`src/rtl/crtc_mode_loader.sv`:
```
// CRTC mode loader: writes a built-in mode table into a 6845-style CRTC.
// Optional vblank-synchronised start: define CRTC_MODE_LOADER_VBLANK_SYNC_EN.
module crtc_mode_loader #(
    parameter int NUM_REGS = 16,
    parameter int GAP      = 1
) (
    input  logic       CLOCK,
    input  logic       nRESET,
    input  logic [1:0] mode_sel,
    input  logic       mode_req,
    input  logic       vblank,
    output logic       busy,
    output logic       done,
    input  logic       cpu_cs,
    input  logic       cpu_rnw,
    input  logic       cpu_rs,
    input  logic [7:0] cpu_di,
    output logic       cpu_wait,
    output logic       crtc_enable,
    output logic       crtc_ncs,
    output logic       crtc_rnw,
    output logic       crtc_rs,
    output logic [7:0] crtc_di
);

    typedef enum logic [3:0] {
        S_IDLE,
        S_WAIT_VB,
        S_ADDR,
        S_GAP_A,
        S_DATA,
        S_GAP_D,
        S_RESTORE,
        S_GAP_R,
        S_DONE
    } state_t;

    localparam logic [95:0] M0 = 96'h61_50_52_0F_19_06_19_19_02_0D_0B_0C;
    localparam logic [95:0] M1 = 96'h71_50_5A_0A_1F_06_19_1C_02_07_06_07;
    localparam logic [95:0] M2 = 96'h38_28_2D_0A_1F_06_19_1C_02_07_06_07;
    localparam logic [95:0] M3 = 96'h38_28_2D_0A_7F_06_64_70_02_01_06_07;

    localparam logic [2:0] GAP_LAST = (GAP > 0) ? 3'(GAP - 1) : 3'd0;
    localparam logic [3:0] CNT_LAST = 4'(NUM_REGS - 1);

    state_t     r_state;
    state_t     w_next;
    logic [2:0] r_gcnt;
    logic [3:0] r_cnt;
    logic [1:0] r_msel;
    logic [1:0] r_psel;
    logic       r_pending;
    logic [4:0] r_cpu_idx;
    logic       w_start;
    logic       w_last;
    logic       w_gap_end;
    logic       w_vb_rise;

    // Mode table ROM; R12 and up read as zero.
    function automatic logic [7:0] f_tbl(input logic [1:0] m,
                                         input logic [3:0] r);
        logic [95:0] row;
        row = M0;
        unique case (m)
            2'd0: row = M0;
            2'd1: row = M1;
            2'd2: row = M2;
            2'd3: row = M3;
        endcase
        if (r > 4'd11) return 8'h00;
        return row[8 * (11 - int'(r)) +: 8];
    endfunction

    assign w_start   = mode_req | r_pending;
    assign w_last    = (r_cnt == CNT_LAST);
    assign w_gap_end = (r_gcnt == GAP_LAST);

`ifdef CRTC_MODE_LOADER_VBLANK_SYNC_EN
    logic r_vb_prev;

    // Previous vblank sample for rising-edge detection.
    always_ff @(posedge CLOCK or negedge nRESET) begin
        if (!nRESET) r_vb_prev <= 1'b0;
        else         r_vb_prev <= vblank;
    end

    assign w_vb_rise = vblank & ~r_vb_prev;
`else
    logic w_unused_vblank;
    assign w_unused_vblank = vblank;
    assign w_vb_rise       = 1'b0;
`endif

    // Next-state logic for the load sequence.
    always_comb begin
        w_next = r_state;
        unique case (r_state)
            S_IDLE: begin
                if (w_start) begin
`ifdef CRTC_MODE_LOADER_VBLANK_SYNC_EN
                    w_next = S_WAIT_VB;
`else
                    w_next = S_ADDR;
`endif
                end
            end
            S_WAIT_VB: if (w_vb_rise) w_next = S_ADDR;
            S_ADDR:    w_next = (GAP > 0) ? S_GAP_A : S_DATA;
            S_GAP_A:   if (w_gap_end) w_next = S_DATA;
            S_DATA: begin
                if (GAP > 0)     w_next = S_GAP_D;
                else if (w_last) w_next = S_RESTORE;
                else             w_next = S_ADDR;
            end
            S_GAP_D: begin
                if (w_gap_end) w_next = w_last ? S_RESTORE : S_ADDR;
            end
            S_RESTORE: w_next = (GAP > 0) ? S_GAP_R : S_DONE;
            S_GAP_R:   if (w_gap_end) w_next = S_DONE;
            S_DONE:    w_next = S_IDLE;
            default:   w_next = S_IDLE;
        endcase
    end

    // Bus and status outputs; CPU passes through only when not busy.
    always_comb begin
        busy        = 1'b1;
        done        = 1'b0;
        cpu_wait    = cpu_cs;
        crtc_enable = 1'b0;
        crtc_ncs    = 1'b1;
        crtc_rnw    = 1'b1;
        crtc_rs     = 1'b0;
        crtc_di     = 8'h00;
        unique case (r_state)
            S_IDLE, S_DONE: begin
                busy        = 1'b0;
                done        = (r_state == S_DONE);
                cpu_wait    = 1'b0;
                crtc_enable = cpu_cs;
                crtc_ncs    = ~cpu_cs;
                crtc_rnw    = cpu_rnw;
                crtc_rs     = cpu_rs;
                crtc_di     = cpu_di;
            end
            S_ADDR: begin
                crtc_enable = 1'b1;
                crtc_ncs    = 1'b0;
                crtc_rnw    = 1'b0;
                crtc_di     = {4'b0, r_cnt};
            end
            S_DATA: begin
                crtc_enable = 1'b1;
                crtc_ncs    = 1'b0;
                crtc_rnw    = 1'b0;
                crtc_rs     = 1'b1;
                crtc_di     = f_tbl(r_msel, r_cnt);
            end
            S_RESTORE: begin
                crtc_enable = 1'b1;
                crtc_ncs    = 1'b0;
                crtc_rnw    = 1'b0;
                crtc_di     = {3'b0, r_cpu_idx};
            end
            default: ;
        endcase
    end

    // State register and gap timer, cleared on every state change.
    always_ff @(posedge CLOCK or negedge nRESET) begin
        if (!nRESET) begin
            r_state <= S_IDLE;
            r_gcnt  <= 3'd0;
        end else begin
            r_state <= w_next;
            r_gcnt  <= (r_state != w_next) ? 3'd0 : r_gcnt + 3'd1;
        end
    end

    // Request latching: start from IDLE, otherwise keep the last as pending.
    always_ff @(posedge CLOCK or negedge nRESET) begin
        if (!nRESET) begin
            r_msel    <= 2'd0;
            r_psel    <= 2'd0;
            r_pending <= 1'b0;
        end else if (r_state == S_IDLE) begin
            if (w_start) begin
                r_msel    <= mode_req ? mode_sel : r_psel;
                r_pending <= 1'b0;
            end
        end else if (mode_req) begin
            r_psel    <= mode_sel;
            r_pending <= 1'b1;
        end
    end

    // Register counter: cleared on start, stepped on each new ADDR.
    always_ff @(posedge CLOCK or negedge nRESET) begin
        if (!nRESET) begin
            r_cnt <= 4'd0;
        end else if (r_state == S_IDLE) begin
            r_cnt <= 4'd0;
        end else if ((r_state == S_DATA || r_state == S_GAP_D)
                     && w_next == S_ADDR) begin
            r_cnt <= r_cnt + 4'd1;
        end
    end

    // Shadow of the CPU's selected register index.
    always_ff @(posedge CLOCK or negedge nRESET) begin
        if (!nRESET) begin
            r_cpu_idx <= 5'd0;
        end else if (!busy && cpu_cs && !cpu_rnw && !cpu_rs) begin
            r_cpu_idx <= cpu_di[4:0];
        end
    end

endmodule
```
`config.mk`:
```
export PLATFORM = sky130hd
export DESIGN_NAME = crtc_mode_loader
export DESIGN_NICKNAME = d
export VERILOG_FILES = /design/src/rtl/crtc_mode_loader.sv
export SDC_FILE = /design/constraint.sdc
export NUM_CORES = 1
export LEC_CHECK = 0
export CAP_MARGIN = 20
export CELL_PAD_IN_SITES_DETAIL_PLACEMENT = 1
export CELL_PAD_IN_SITES_GLOBAL_PLACEMENT = 1
export CORE_MARGIN = 1
export CORE_UTILIZATION = 30
export CTS_CLUSTER_SIZE = 20
export DETAILED_ROUTE_END_ITERATION = 16
export GPL_TIMING_DRIVEN = 0
export PLACE_DENSITY_LB_ADDON = 0.1
export SLEW_MARGIN = 40
export SYNTH_ARGS = -nofsm -noshare
export SYNTH_HDL_FRONTEND = slang
export SYNTH_SLANG_ARGS = --single-unit
```
`constraint.sdc`:
```
create_clock -name CLOCK -period 5.3 [get_ports CLOCK]
set_input_delay 1.06 -clock CLOCK [delete_from_list [all_inputs] [get_ports CLOCK]]
set_output_delay 1.06 -clock CLOCK [all_outputs]
set_load 0.02 [all_outputs]
```
# Word-level counts from Yosys, hierarchy flattened
# Cells that the tools add are included.
# W data, S select, Z words.
totals:
  reg_bits: 21
  in_bits: 17
  output_inout_bits: 15
classes:
  n_shift: 1
  reduce_logical: 16
  n_eq_ne: 15
  bitwise: 2
  addsub: 3
  mux: 27
  n_lt_le_gt_ge: 1
op_table:
  columns: ["op", "n"]
  rows:
  - ["$pmux W96 S4", 1]
  - ["$mux W96", 1]
  - ["$shiftx A96 B8 Y8", 1]
  - ["$pmux W4 S8", 1]
  - ["$pmux W8 S4", 1]
  - ["$mux W4", 6]
  - ["$eq A4 B3 Y1 const B", 4]
  - ["$mux W8", 2]
  - ["$eq A4 B2 Y1 const B", 3]
  - ["$eq A4 B4 Y1 const B", 2]
  - ["$mux W1", 8]
  - ["$pmux W1 S2", 4]
  - ["$mux W3", 2]
  - ["$sub A4 B4 Y5 const A", 1]
  - ["$add A4 B1 Y4 const B", 1]
  - ["$eq A2 B2 Y1 const B", 2]
  - ["$eq A4 B1 Y1 const B", 1]
  - ["$gt A4 B4 Y1 const B", 1]
  - ["$logic_and A1 B1 Y1", 4]
  - ["$logic_not A4 Y1", 1]
  - ["$ne A4 B4 Y1", 1]
  - ["$reduce_and A2 Y1", 2]
  - ["$reduce_bool A2 Y1", 2]
  - ["$add A3 B1 Y3 const B", 1]
  - ["other kinds (11)", 12]

# Logic depth before layout (Yosys ltp)
logic_depth:
  depth_word: 8
  mapped_depth: 7

# Least setup slack after synthesis
# OpenSTA, ideal clock, no wires.
synth_path:
  kind: "register to output"
  start: "reg r_msel[0]"
  end: "out crtc_di[2]"
  stages_incl_launch_ff: 8
  arrival_ns: 1.787
  path_buffers: 1
  slack_ns: 2.453
  cell_sequence: "dfrtp_1 > inv_1 > ha_1 > buf_2 > nor3b_1 > a211oi_1 > a211oi_1 > o32ai_1"
synth_between:
  elab_chain_len: 6
  elab_cells_between_ends: 9
  classes_between: "eq/ne (3); shift (1); mux (4); reduce/logical (1)"
synth_rtl:
  columns: ["item", "line_no", "rtl"]
  rows:
  - ["start, declared", "50", "logic [1:0] r_msel;"]
  - ["start signal, assigned", "188", "r_msel <= mode_req ? mode_sel : r_psel;"]
  - ["$eq A2 B2 Y1 (tied with other cells)", "64", "unique case (m)"]
  - ["$pmux W96 S4 *", "64", null]
  - ["$mux W96 *", "135", "unique case (r_state)"]
  - ["$shiftx A96 B8 Y8 *", "71", "return row[8 * (11 - int'(r)) +: 8];"]
  - ["$mux W8 *", "71", null]
  - ["$pmux W8 S4 *", "135", null]
  - ["end, declared", "23", "output logic [7:0] crtc_di"]
# Every way passes the cells marked *; elsewhere a longest branch is shown, timed or not. The select of a mux whose other input is x is not followed.

# Worst setup path after layout
layout_path:
  start: "reg r_cnt[2]"
  end: "out crtc_di[3]"
layout_between:
  elab_chain_len: 5
  elab_cells_between_ends: 7
  classes_between: "add/sub (1); order compare (1); shift (1); mux (4)"
layout_rtl:
  columns: ["item", "line_no", "rtl"]
  rows:
  - ["start, declared", "49", "logic [3:0] r_cnt;"]
  - ["start signal, assigned", "205", "r_cnt <= r_cnt + 4'd1;"]
  - ["branches (longest 3 deep; another with $sub A4 B4 Y5)", null, null]
  - ["$mux W8 *", "71", null]
  - ["$pmux W8 S4 *", "135", null]
# Every way passes the cells marked *. The select of a mux whose other input is x is not followed.

==> metrics.yaml <==
clock-skew-final_ns: 0.00617
crit_path_end_kind: "output port"
holdWs_ns: 0.502
last_weighted_congestion_value_of_the_routability_driven_placer: 0.802
grt_setup_unrepaired: "false"
p_int_mw: 0.651
die_y_microns: 78.4
post-synth-top-count-cell: "dfrtp_1"
cts-htree-levels: 1
synth_top_cell_by_area: "dfrtp_1"
regToRegEndpoint: "r_psel[0]"
die_width_microns: 78.4
tritoncts_clock_tree: "yes"
timing.critical_path.arrival_ns: 2.61
highest_layer: "met3"
wl_per_cell_microns: 15.7
timing.final.crit_share: 0.692
detailedPlacementHpwl_mm: 3.72
synthDominantCellAreaShare: 0.300
netlist-cell-type-count: 55
cts_repair_resize_count: 0
insertion_delay_ns: 0.26
startpoint_type: "flip-flop"
timing_worst_slew_pin_value_ns: 0.509
reg2reg_setup_slack_ns: 3.80
dp_slack_ns: 1.75
grtUsageTotal: 0.171
clk_root_buffer_cell: "clkbuf_8"
detail_route.drc_violations: 0
yosys-top-cells-count: "dfrtp_1 (21), nor2_1 (18), inv_1 (12), nand2_1 (11), ha_1 (10)"
sum_of_negative_setup_slack_ns: 0
switch_share: 0.472
cp_max_fo: 10
total_gr_overflow: 0
hold_path.startpoint: "r_cpu_idx[4]"
hold_path_stages: 1
cell_type_of_the_slowest_stage_on_the_worst_timing_path: "clkdlybuf4s50_1"
power.leakage_nw: 0.928
ys_async_sr_fraction: 1.00
area_delta_synth_final_pct: 24.8
dominantRegCellSynth: "dfrtp_1"
holdPathEnd: "r_cpu_idx[4]"
n_antenna_cell: 0
timing.max_cap.violations: 0
ant_nets_after_route: 0
finalWorstPathRequiredPeriod_ns: 3.67
postSynthRegisterBits: 21
final_layout_fill_cell_count: 682
cts.sink_count: 21
sequentialPowerShare: 0.226
post_cts.repair.setup_buffers: 0
power_per_cell_area_mw_per_mm2: 564
cts_inserted_buffers: 3
layout-drive-gt1-share: 0.128
post_drt_via_cell_ratio: 5.21
critical_path.top_delay_family: "compound AO/OA/AOI/OAI gates"
floorplan.die_area_sq_mm: 0.00615
combinational_power_share: 0.685
met2RoutedLength_mm: 2.24
fin_ws_ns: 1.63
r2r.worst_path.cells: 5
coreArea_sq_mm: 0.00557
grt_max_degree: 22
route.vias.total: 1600
routed_wl_mm: 4.83
syn_inst: 201
timing.fmax_ghz: 0.272
clock_pin_slew_reported_for_the_worst_setup_and_hold_paths_after_clock_tree_synthesis_ns: 0.08
timing_max_transition_violations_final: 0
status: "finished, final reports clean"
start_util: 0.314
post_cts_hold_buffer_count: 0
seq_area_frac_synth: 0.300
wl_met1_mm: 2.44
initialDrtViolationCount: 70
avgSynthCellArea_sq_um: 8.71
core.rowCount: 27
r2r-start: "r_state[2]"
yosysWarnings: 0
class_of_the_most_critical_setup_path: "reg -> out"
ir_drop_v: 0.000188
cts.path.max_buffers: 2
nets_finish: 263
cpPeakStageDelay_ns: 0.54
setup_viol: 0
numPortBuffers: 30
min_path_type: "reg -> reg"
synth_fp_nets: 228
sw_pwr_mw: 0.581
crit_path_cell_trace: "ha_1, buf_2, o311ai_0, o2bb2ai_1, a221o_1, clkdlybuf4s50_1"
hold_viol: 0
p_clk_frac: 0.089
grt_pass1_vias: 1714
critical_path_data_required_time_ns: 4.24
mappedNetlistArea_sq_mm: 0.00175
met3_length_microns: 140
grt_first_pass_wirelength_mm: 8.36
slew-limit-headroom: 0.661
count_of_flip_flops_with_a_built_in_enable_after_synthesis: 0
grt_antenna_before_repair: 0
boundaryPins: 32
cp.buffers_inverters: 2
drtPass1Iterations: 4
post_synth_main_area_contributors: "dfrtp_1 (30%), ha_1 (7.1%), nor2_1 (3.9%)"
## cells by family after synthesis
kind of cell / Yosys count / share of synthesized area
adder cells (fa/ha/maj): 11 / 0.0771
flip-flops: 21 / 0.300
buffers and inverters: 25 / 0.0750
AO/OA/AOI/OAI: 50 / 0.196
multiplexers: 11 / 0.0679
AND/OR/NAND/NOR: 79 / 0.264
XOR/XNOR: 4 / 0.0200
## worst register-to-register path, delay by kind of cell (launching register included)
kind	cells	cell delay [ns]
muxes	1	0.33
DFF	1	0.37
and+or+nand+nor	3	0.52
buffers and inverters	1	0.18
## routing by layer
metal	up-vias	global-route usage
met1	787	0.234
met4	0	0.0167
met2	26	0.290
met3	0	0.0267
met5	-	0
li1	787	-
## cells in the final DEF (no fill, tap or decap), types with 7 or more instances in the layout
cell              n
o21ai_0           7
buf_2             7
dfrtp_1          21
a21oi_1           9
clkdlybuf4s50_1  29
inv_1            12
nand2_1          11
nor3_1            8
nor2_1           18
ha_1             10
## worst max-delay path by stage
stage | end | depth (start not counted) | slack [ns] | from
after global routing | crtc_di[6] | 8 | 1.49 | r_msel[0]
after global placement | crtc_ncs | 4 | 1.75 | cpu_cs
after detailed placement | crtc_ncs | 4 | 1.75 | cpu_cs
after CTS | crtc_di[3] | 6 | 1.60 | r_cnt[2]
after floorplan | crtc_di[2] | 7 | 2.45 | r_msel[0]
final | crtc_di[3] | 6 | 1.63 | r_cnt[2]
## registers in the layout, indices dropped and copies added, names as in the netlist
register   cells
r_state        4
r_gcnt         3
r_msel         2
r_cnt          4
r_psel         2
r_pending      1
r_cpu_idx      5
## power groups by stage
| stage | clock network [mW] | logic (mW) | registers (mW) |
|---|---|---|---|
| after global routing | 0.122 | 0.933 | 0.289 |
| after detailed placement | 0 | 0.849 | 0.283 |
| after CTS | 0.118 | 0.853 | 0.280 |
| after floorplan | 0 | 0.591 | 0.269 |
| final | 0.110 | 0.844 | 0.278 |
| after global placement | 0 | 0.847 | 0.281 |
## per-stage QoR
stage | instances | util | power, mW | area [sq um]
floorplan | 201 | - | 0.860 | 1750
global placement | 303 | 0.384 | 1.13 | 2140
detailed placement | 303 | 0.383 | 1.13 | 2140
CTS | 307 | 0.392 | 1.25 | 2190
global route | 307 | 0.392 | 1.34 | 2190
finish | 307 | 0.392 | 1.23 | 2190
## layout make-up
class | count | area (sq um) | area share
Buffer | 13 | 86.3 | 0.0395
Multi-Input combinational cell | 155 | 1090 | 0.501
Clock buffer | 3 | 41.3 | 0.0189
Inverter | 12 | 45.0 | 0.0206
Timing Repair Buffer | 30 | 295 | 0.135
Tap cell | 72 | 90.1 | 0.0412
Sequential cell | 21 | 526 | 0.240
Clock inverter | 1 | 7.51 | 0.00343
No activity file was read; power rests on OpenSTA's default activity.
